**src/rtl/ubs_pkg.sv**
```systemverilog
// Shared types for the pipelined universal barrel shifter.
// UBS_STICKY_EN adds a sticky bit to the per-stage metadata.
package ubs_pkg;

  typedef enum logic [2:0] {
    UBS_LSL = 3'b000,
    UBS_LSR = 3'b001,
    UBS_ROL = 3'b010,
    UBS_ROR = 3'b011,
    UBS_ASL = 3'b100,
    UBS_ASR = 3'b101
  } ubs_mode_e;

  // Width-independent part of the stage payload; data and amount travel beside it
  typedef struct packed {
    logic [2:0] mode;
    logic       carry;
    logic       ovf;
    logic       err;
`ifdef UBS_STICKY_EN
    logic       sticky;
`endif
  } ubs_meta_t;

  function automatic logic ubs_mode_valid(input logic [2:0] mode);
    return (mode != 3'b110) && (mode != 3'b111);
  endfunction

endpackage

```
**src/rtl/ubs_pipe_if.sv**
```systemverilog
// Valid/ready bundle for ubs_pipe; master drives operands, slave is the shifter.
// UBS_STICKY_EN adds out_sticky.
interface ubs_pipe_if #(
  parameter int unsigned WIDTH = 8,
  parameter int unsigned SHW   = $clog2(WIDTH)
);

  logic             in_valid;
  logic             in_ready;
  logic [WIDTH-1:0] in_data;
  logic [2:0]       in_mode;
  logic [SHW-1:0]   in_amt;
  logic             out_valid;
  logic             out_ready;
  logic [WIDTH-1:0] out_data;
  logic             out_carry;
  logic             out_zero;
  logic             out_ovf;
  logic             out_err;

`ifdef UBS_STICKY_EN
  logic             out_sticky;

  modport master (
    output in_valid, in_data, in_mode, in_amt, out_ready,
    input  in_ready, out_valid, out_data, out_carry, out_zero, out_ovf, out_err, out_sticky
  );
  modport slave (
    input  in_valid, in_data, in_mode, in_amt, out_ready,
    output in_ready, out_valid, out_data, out_carry, out_zero, out_ovf, out_err, out_sticky
  );
`else
  modport master (
    output in_valid, in_data, in_mode, in_amt, out_ready,
    input  in_ready, out_valid, out_data, out_carry, out_zero, out_ovf, out_err
  );
  modport slave (
    input  in_valid, in_data, in_mode, in_amt, out_ready,
    output in_ready, out_valid, out_data, out_carry, out_zero, out_ovf, out_err
  );
`endif

endinterface

```
**src/rtl/ubs_stage.sv**
```systemverilog
// One registered shift-by-2^SHIFT_LOG stage with a valid/ready slice.
// UBS_STICKY_EN accumulates bits discarded by right shifts.
module ubs_stage
  import ubs_pkg::*;
#(
  parameter int unsigned WIDTH     = 8,
  parameter int unsigned SHW       = 3,
  parameter int unsigned SHIFT_LOG = 0
) (
  input  logic             clk,
  input  logic             rst,
  input  logic             valid_i,
  input  logic [WIDTH-1:0] data_i,
  input  logic [SHW-1:0]   amt_i,
  input  ubs_meta_t        meta_i,
  input  logic             ready_i,
  output logic             valid_o,
  output logic [WIDTH-1:0] data_o,
  output logic [SHW-1:0]   amt_o,
  output ubs_meta_t        meta_o
);

  localparam int unsigned Dist = 1 << SHIFT_LOG;

  logic             valid_d, valid_q;
  logic [WIDTH-1:0] data_d, data_q, data_s;
  logic [SHW-1:0]   amt_d, amt_q;
  ubs_meta_t        meta_d, meta_q, meta_s;
  logic [Dist:0]    top_bits;
  logic             adv;

  // Bits that must all match the sign for an ASL by Dist to keep the sign
  assign top_bits = data_i[WIDTH-1 -: Dist+1];

  always_comb begin
    data_s = data_i;
    meta_s = meta_i;
    if (amt_i[SHIFT_LOG] && !meta_i.err) begin
      case (meta_i.mode)
        UBS_LSL, UBS_ASL: begin
          data_s       = data_i << Dist;
          meta_s.carry = data_i[WIDTH-Dist];
          if (meta_i.mode == UBS_ASL) begin
            meta_s.ovf = meta_i.ovf | ~((&top_bits) | ~(|top_bits));
          end
        end
        UBS_LSR: begin
          data_s       = data_i >> Dist;
          meta_s.carry = data_i[Dist-1];
`ifdef UBS_STICKY_EN
          meta_s.sticky = meta_i.sticky | (|data_i[Dist-1:0]);
`endif
        end
        UBS_ASR: begin
          data_s       = $signed(data_i) >>> Dist;
          meta_s.carry = data_i[Dist-1];
`ifdef UBS_STICKY_EN
          meta_s.sticky = meta_i.sticky | (|data_i[Dist-1:0]);
`endif
        end
        // Rotate carry is the bit that lands at the far end of the result
        UBS_ROL: begin
          data_s       = (data_i << Dist) | (data_i >> (WIDTH - Dist));
          meta_s.carry = data_i[WIDTH-Dist];
        end
        UBS_ROR: begin
          data_s       = (data_i >> Dist) | (data_i << (WIDTH - Dist));
          meta_s.carry = data_i[Dist-1];
        end
        default: ;
      endcase
    end
  end

  assign adv = !valid_q || ready_i;

  always_comb begin
    valid_d = valid_q;
    data_d  = data_q;
    amt_d   = amt_q;
    meta_d  = meta_q;
    if (adv) begin
      valid_d = valid_i;
      if (valid_i) begin
        data_d = data_s;
        amt_d  = amt_i;
        meta_d = meta_s;
      end
    end
  end

  always_ff @(posedge clk) begin
    if (rst) begin
      valid_q <= 1'b0;
      data_q  <= '0;
      amt_q   <= '0;
      meta_q  <= '0;
    end else begin
      valid_q <= valid_d;
      data_q  <= data_d;
      amt_q   <= amt_d;
      meta_q  <= meta_d;
    end
  end

  assign valid_o = valid_q;
  assign data_o  = data_q;
  assign amt_o   = amt_q;
  assign meta_o  = meta_q;

endmodule

```
**src/rtl/ubs_pipe.sv**
```systemverilog
// Pipelined universal barrel shifter: SHW registered stages, one beat per cycle.
// Define UBS_STICKY_EN to add out_sticky (OR of bits discarded by LSR/ASR).
module ubs_pipe
  import ubs_pkg::*;
#(
  parameter  int unsigned WIDTH = 8,
  localparam int unsigned SHW   = $clog2(WIDTH),
  localparam int unsigned LAT   = SHW
) (
  input logic       clk,
  input logic       rst,
  ubs_pipe_if.slave bus
);

  logic             valid_w [LAT+1];
  logic [WIDTH-1:0] data_w  [LAT+1];
  logic [SHW-1:0]   amt_w   [LAT+1];
  ubs_meta_t        meta_w  [LAT+1];
  ubs_meta_t        meta_in;
  logic [LAT:0]     ready_w;
  logic             rdy;

  always_comb begin
    meta_in      = '0;
    meta_in.mode = bus.in_mode;
    meta_in.err  = !ubs_mode_valid(bus.in_mode);
  end

  assign valid_w[0] = bus.in_valid;
  assign data_w[0]  = bus.in_data;
  assign amt_w[0]   = bus.in_amt;
  assign meta_w[0]  = meta_in;

  // ready_w[k]: stage k may load this cycle (it is empty or stage k+1 moves on)
  always_comb begin
    rdy          = bus.out_ready;
    ready_w      = '0;
    ready_w[LAT] = rdy;
    for (int k = int'(LAT) - 1; k >= 0; k--) begin
      rdy        = !valid_w[k+1] || rdy;
      ready_w[k] = rdy;
    end
  end

  for (genvar k = 0; k < LAT; k++) begin : g_stage
    ubs_stage #(
      .WIDTH    (WIDTH),
      .SHW      (SHW),
      .SHIFT_LOG(k)
    ) u_stage (
      .clk    (clk),
      .rst    (rst),
      .valid_i(valid_w[k]),
      .data_i (data_w[k]),
      .amt_i  (amt_w[k]),
      .meta_i (meta_w[k]),
      .ready_i(ready_w[k+1]),
      .valid_o(valid_w[k+1]),
      .data_o (data_w[k+1]),
      .amt_o  (amt_w[k+1]),
      .meta_o (meta_w[k+1])
    );
  end

  assign bus.in_ready  = ready_w[0];
  assign bus.out_valid = valid_w[LAT];
  assign bus.out_data  = data_w[LAT];
  // A zero amount never shifts anything out
  assign bus.out_carry = meta_w[LAT].carry & (|amt_w[LAT]);
  assign bus.out_zero  = valid_w[LAT] && (data_w[LAT] == '0);
  assign bus.out_ovf   = meta_w[LAT].ovf;
  assign bus.out_err   = meta_w[LAT].err;
`ifdef UBS_STICKY_EN
  assign bus.out_sticky = meta_w[LAT].sticky;
`endif

endmodule

```
**src/flat_wrapper.sv**
```systemverilog
// flat-port wrapper written by rule: the top's interface ports become plain ports
module ubs_pipe_flat import ubs_pkg::*;
#(
  parameter  int unsigned WIDTH = 8,
  localparam int unsigned SHW   = $clog2(WIDTH),
  localparam int unsigned LAT   = SHW
)
  (clk, rst, bus_in_valid, bus_in_data, bus_in_mode, bus_in_amt, bus_out_ready, bus_in_ready, bus_out_valid, bus_out_data, bus_out_carry, bus_out_zero, bus_out_ovf, bus_out_err);
  ubs_pipe_if #(.WIDTH(WIDTH)) bus_i ();
  input logic clk;
  input logic rst;
  input wire logic [$bits(bus_i.in_valid)-1:0] bus_in_valid;
  input wire logic [$bits(bus_i.in_data)-1:0] bus_in_data;
  input wire logic [$bits(bus_i.in_mode)-1:0] bus_in_mode;
  input wire logic [$bits(bus_i.in_amt)-1:0] bus_in_amt;
  input wire logic [$bits(bus_i.out_ready)-1:0] bus_out_ready;
  output wire logic [$bits(bus_i.in_ready)-1:0] bus_in_ready;
  output wire logic [$bits(bus_i.out_valid)-1:0] bus_out_valid;
  output wire logic [$bits(bus_i.out_data)-1:0] bus_out_data;
  output wire logic [$bits(bus_i.out_carry)-1:0] bus_out_carry;
  output wire logic [$bits(bus_i.out_zero)-1:0] bus_out_zero;
  output wire logic [$bits(bus_i.out_ovf)-1:0] bus_out_ovf;
  output wire logic [$bits(bus_i.out_err)-1:0] bus_out_err;
  assign bus_i.in_valid = bus_in_valid;
  assign bus_i.in_data = bus_in_data;
  assign bus_i.in_mode = bus_in_mode;
  assign bus_i.in_amt = bus_in_amt;
  assign bus_i.out_ready = bus_out_ready;
  assign bus_in_ready = bus_i.in_ready;
  assign bus_out_valid = bus_i.out_valid;
  assign bus_out_data = bus_i.out_data;
  assign bus_out_carry = bus_i.out_carry;
  assign bus_out_zero = bus_i.out_zero;
  assign bus_out_ovf = bus_i.out_ovf;
  assign bus_out_err = bus_i.out_err;
  ubs_pipe #(.WIDTH(WIDTH)) u_core (.clk(clk), .rst(rst), .bus(bus_i));
endmodule
```
**config.mk**
```make
export PLATFORM = sky130hd
export DESIGN_NAME = ubs_pipe_flat
export DESIGN_NICKNAME = d
export VERILOG_FILES = /design/src/rtl/ubs_pkg.sv /design/src/rtl/ubs_pipe_if.sv /design/src/rtl/ubs_stage.sv /design/src/rtl/ubs_pipe.sv /design/src/flat_wrapper.sv
export SDC_FILE = /design/constraint.sdc
export NUM_CORES = 1
export LEC_CHECK = 0
export ABC_CLOCK_PERIOD_IN_PS = 1170
export BUFFER_PORTS_ARGS = -buffer_cell sky130_fd_sc_hd__buf_2
export CAP_MARGIN = 20
export CORE_ASPECT_RATIO = 1.25
export CORE_UTILIZATION = 45
export DETAILED_ROUTE_END_ITERATION = 7
export GPL_TIMING_DRIVEN = 0
export PLACE_DENSITY_LB_ADDON = 0.2
export SYNTH_ARGS = -nofsm -noshare
export SYNTH_HDL_FRONTEND = slang
export SYNTH_HIERARCHICAL = 1
export SYNTH_SLANG_ARGS = --single-unit
```
**constraint.sdc**
```tcl
create_clock -name clk -period 1.17 [get_ports clk]
set_clock_uncertainty 0.05 [all_clocks]
set_input_delay 0.117 -clock clk [delete_from_list [all_inputs] [get_ports clk]]
set_output_delay 0.117 -clock clk [all_outputs]
set_load 0.02 [all_outputs]
```
[After elaboration in Yosys (flattened, before gate mapping)]
Index checks and enable logic that the tools add are counted.
Word-level totals
  output and inout port bits: 14
  word-level logic and storage cells: 110
  register bits after elaboration: 51
  bits of input ports: 18
Operators by class
  equality and inequality tests: 17
  bitwise operators: 17
  muxes and demuxes: 18
  reductions and logical operators: 38
Operators with widths (number)
  8-bit one-hot mux with 5 select lines: 2
  8-bit one-hot mux with 4 select lines: 1
  8-bit 2-to-1 mux: 3
  3-bit OR reduction: 8
  3-bit by 2-bit equality test with 1-bit output (second input constant): 6
  3-bit equality test (second input constant): 6
  2-bit OR reduction: 5
  3-bit by 1-bit equality test with 1-bit output (second input constant): 3
  3-bit logical NOT: 3
  8-bit logical NOT: 1
  4-bit by 8-bit bitwise OR with 8-bit output: 1
  6-bit by 8-bit bitwise OR with 8-bit output: 1
  7-bit by 8-bit bitwise OR with 8-bit output: 1
  8-bit by 1-bit bitwise OR with 8-bit output: 1
  8-bit by 2-bit bitwise OR with 8-bit output: 1
  2-bit AND reduction: 4
  1-bit logical NOT: 6
  1-bit 2-to-1 mux: 6
  2-bit 2-to-1 mux: 3
  3-bit inequality test (second input constant): 2
  1-bit inverter: 6
  1-bit one-hot mux with 2 select lines: 3
  1-bit logical AND: 5
  1-bit bitwise OR: 5
  other kinds (5): 7

[Depth between registers and ports, before layout]
  depth after elaboration: 8
  mapped depth: 6
  gate-level depth less buffers: 5

[Cells and area by module]
Netlist, hierarchy kept.
By module, submodules not included
  ubs_stage at u_core.g_stage[1].u_stage: seq. area each 360.3 sq um, area each 917.1 sq um, times used 1, cells each 117
  ubs_stage at u_core.g_stage[0].u_stage: seq. area each 360.3 sq um, area each 907.1 sq um, times used 1, cells each 101
  ubs_stage at u_core.g_stage[2].u_stage: seq. area each 360.3 sq um, area each 829.5 sq um, times used 1, cells each 98
  ubs_pipe: seq. area each 0.0 sq um, area each 63.8 sq um, times used 1, cells each 10

[Worst setup path before layout]
Ideal clock, no wire load.
  kind: register -> register
  from: register u_core.g_stage[2].u_stage.valid_q
  to: register u_core.g_stage[0].u_stage.data_q[7]
  stages on the path, launching flop included: 7
  clock period less this slack: 1.408 ns
  data required time: 0.987 ns
  setup time: 0.133 ns
  data arrival time: 1.225 ns
  buffers on the path: 1
  path slack: -0.238 ns
  cells stage by stage: dfxtp_1 > nand3b_1 > nand2b_1 > and2_1 > buf_4 > nor2_1 > a211oi_2
Between the ends
  longest elaborated chain between the ends: 5
RTL lines
  start: declaration: RTL line ubs_stage.sv:25  | logic valid_d, valid_q;
  start signal: assignment: RTL line ubs_stage.sv:99  | valid_q <= valid_d;
  1-bit logical NOT: RTL line ubs_pipe.sv:40  | rdy = !valid_w[k+1] || rdy;
  1-bit logical OR (2 in a row): RTL line ubs_pipe.sv:40
  via u_core.ready_w[1]: RTL line ubs_pipe.sv:20  | logic [LAT:0] ready_w;
  1-bit logical OR: RTL line ubs_stage.sv:75  | assign adv = !valid_q || ready_i;
  2-bit AND reduction (no line)
  end signal: assignment: RTL line ubs_stage.sv:100  | data_q <= data_d;
  end: declaration: RTL line ubs_stage.sv:26  | logic [WIDTH-1:0] data_d, data_q, data_s;
The timed path passes the listed nets, and every way through them passes these cells.
A chain may end at the register's enable or synchronous reset.

[Worst setup path after layout]
  from: register u_core.g_stage[2].u_stage.data_q[4]
  to: output bus_out_zero
Between the ends
  longest elaborated chain between the ends: 2
RTL lines
  start: declaration: RTL line ubs_stage.sv:26
  start signal: assignment: RTL line ubs_stage.sv:100
  8-bit logical NOT: RTL line ubs_pipe.sv:70  | assign bus.out_zero = valid_w[LAT] && (data_w[LAT] == '0);
  1-bit logical AND: RTL line ubs_pipe.sv:70
  end: declaration: RTL line flat_wrapper.sv:21  | output wire logic [$bits(bus_i.out_zero)-1:0] bus_out_zero;
No other way between the ends.

==> summary.md <==
| Metric | Value |
|---|---|
| Worst hold-check path type | in -> reg |
| Via density | 5.73 |
| Startpoint Class | flip-flop |
| DR pass1 iterations | 4 |
| Crit Path Class | reg -> out |
| Crit-path leading delay family | simple AND/OR/NAND/NOR gates |
| Hold Crit Depth | 3 |
| CTS tree | yes |
| DRC Markers | 0 |
| Root buffer cell | clkbuf_8 |
| DP Wirelength | 4520 um |
| Chip height | 87.3 um |
| Crit path largest cell delay | 0.33 ns |
| Peak VDD IR | 0.587 mV |
| Endpoint class of the critical path | output pin |
| # port buffers | 31 |
| HP Start | bus_in_mode[2] |
| Diode count | 0 |
| Data arrival, critical path | 1.24 ns |
| Total gr overflow | 0 |
| Vias post-DR | 2557 |
| Top Ports | 32 |
| # rows | 30 |
| Fin crit period | 1.40 ns |
| Bufs and invs on worst path | 1 |
| Max Root-Sink Buffers | 2 |
| Pin count of the biggest net entering global routing | 18 |
| Area grow syn2layout | 42.8% |
| Static Leak | 1.47 nW |
| Place WS | -0.201 ns |
| Period utilization | 1.20 |
| Cell Area, Synth | 2620 sq um |
| Hold Crit Endpoint | u_core/g_stage[0].u_stage/meta_o[5] |
| Drt total wl | 7210 um |
| Worst reg-to-reg path cell count | 3 |
| Critical R2R Capture | u_core/g_stage[2].u_stage/meta_o[1] |
| # setup viols final | 45 |
| Cts bufs inserted | 5 |
| H-tree depth | 2 |
| Max Cap Viol | 0 |
| Final Max Slew Viols | 0 |
| CP max FO | 2 |
| Achievable Freq | 0.713 GHz |
| First-pass GRT wire length | 11000 um |
| Ys Warns | 6 |
| Least-Margin Pin Slew | 0.710 ns |
| Critical-path cell list | nor4_2, and4_1, buf_4 |
| Clock sink total | 51 |
| Post-Syn Area per Cell | 8.34 sq um |
| Starting DRT DRC Count | 56 |
| Final nets | 399 |
| Die footprint | 6130 sq um |
| Antenna violations before repair | 0 |
| Slew headroom | 0.527 |
| Slowest library cell on the worst path | dfxtp_2 |
| Final hold vios | 0 |
| Initial Util | 0.475 |
| Clk slew on worst S/H paths | 0.10 ns |
| Unrepaired setup endpoints after global routing | yes |
| Status | complete, but fails checks |
| CP required | 1.00 ns |
| Share of layout cells above drive strength 1 | 0.500 |
| Core box area | 5520 sq um |
| Final Util | 0.678 |
| PD cells | 1030 nW/um^2 |
| WHS | 0.0446 ns |
| Chip width | 70.3 um |
| ANT nets after route | 0 |
| Routed wire per std cell | 16.2 um |
| Failing checks | negative setup slack |
| Number of global-route vias before repair | 2450 |
| Post-Synthesis Cells | 314 |
| Total GRT Usage | 0.225 |
| Clk_lat worst skew | 0.31 ns |
| Reg2reg setup slack | -0.13 ns |
| Reg2reg start | u_core/g_stage[1].u_stage/data_o[6] |
| Total Power | 3.84 mW |
| Placer congestion estimate | 0.824 |
| Setup ws final | -0.233 ns |
[state kept, by name (all words and copies together) (netlist names)]
name                            count
u_core/g_stage.u_stage/meta_o      15
u_core/g_stage.u_stage/amt_o        9
u_core/g_stage.u_stage/data_o      24
u_core/g_stage.u_stage/valid_o      3
[worst max-delay path by stage]
stage / from / end / slack (ns) / cells after the start
CTS: u_core/g_stage[2].u_stage/data_o[4] / bus_out_zero / -0.24 / 3
floorplan: u_core/g_stage[1].u_stage/data_o[6] / u_core/g_stage[2].u_stage/meta_o[1] / -0.08 / 3
finish: u_core/g_stage[2].u_stage/data_o[4] / bus_out_zero / -0.23 / 3
global route: u_core/g_stage[2].u_stage/data_o[4] / bus_out_zero / -0.26 / 3
detailed placement: bus_in_mode[1] / u_core/g_stage[0].u_stage/data_o[1] / -0.20 / 7
global placement: bus_in_mode[2] / u_core/g_stage[0].u_stage/data_o[1] / -0.20 / 7
[power breakdown]
part           internal [mW]  leakage, nW  total [mW]  switching, mW
clock                  0.563       0.0569        1.19          0.630
sequential              1.81        0.427        1.91          0.100
combinational          0.350        0.987       0.742          0.392
[layer usage]
| layer | up-vias | global-route usage | routed length [um] |
|---|---|---|---|
| li1 | 1259 | - | - |
| met1 | 1215 | 0.226 | 2790 |
| met2 | 65 | 0.448 | 4030 |
| met3 | 18 | 0.0278 | 189 |
| met4 | 0 | 0.111 | 205 |
| met5 | - | 0 | 0 |
[cells in the final DEF (no fill, tap or decap), types with 3 or more instances in the layout]
master         instances
mux2i_1               12
buf_2                 30
dfxtp_1               32
inv_1                  3
nor3_1                 5
a221oi_2               4
nand3b_1              10
a21oi_4                3
nand2b_1               8
nand2_1               36
clkbuf_8               5
dfxtp_2               11
buf_6                 15
a211oi_2               4
nor2_1                12
o21ai_1               12
and2_4                 3
nand2b_4               6
a21oi_1               11
a32o_1                 4
o21ai_2               10
dlygate4sd3_1          3
mux2_2                 4
nand3_1               10
nand2_2               11
clkbuf_1               3
a21o_1                 3
nand3_2                4
mux2_1                 4
a21oi_2               21
buf_4                 20
dfxtp_4                8
nand2_4                6
[worst register-to-register path: stages (launching register included)]
cell	delay, ns
dfxtp_2	0.33
or4_4	0.52
o2111ai_2	0.18
a31oi_1	0.11
[what timing repair did]
item / CTS / global route
endpoints found under the setup margin: 50 / 51
gates cloned: 5 / 1
hold buffers: 3 / 0
pin swaps: 44 / 23
setup buffers: 15 / 5
resized for setup: 98 / 40
hold endpoints to repair: 3 / 0
[per-stage QoR]
stage               setup TNS, ns  cell area, sq um  std cells
floorplan                  -0.183              2690        315
global placement            -4.53              2920        410
detailed placement          -5.04              2920        410
CTS                         -2.10              3550        441
global route                -5.63              3740        446
finish                      -3.48              3740        446
[layout make-up]
class	instances	area [sq um]
Fill cell	424	1780
Tap cell	64	80.1
Timing Repair Buffer	58	417
Clock buffer	6	93.8
Buffer	15	129
Clock inverter	2	17.5
Sequential cell	51	1060
Inverter	4	15.0
Multi-Input combinational cell	246	1920
(Power assumes the default switching activity.)
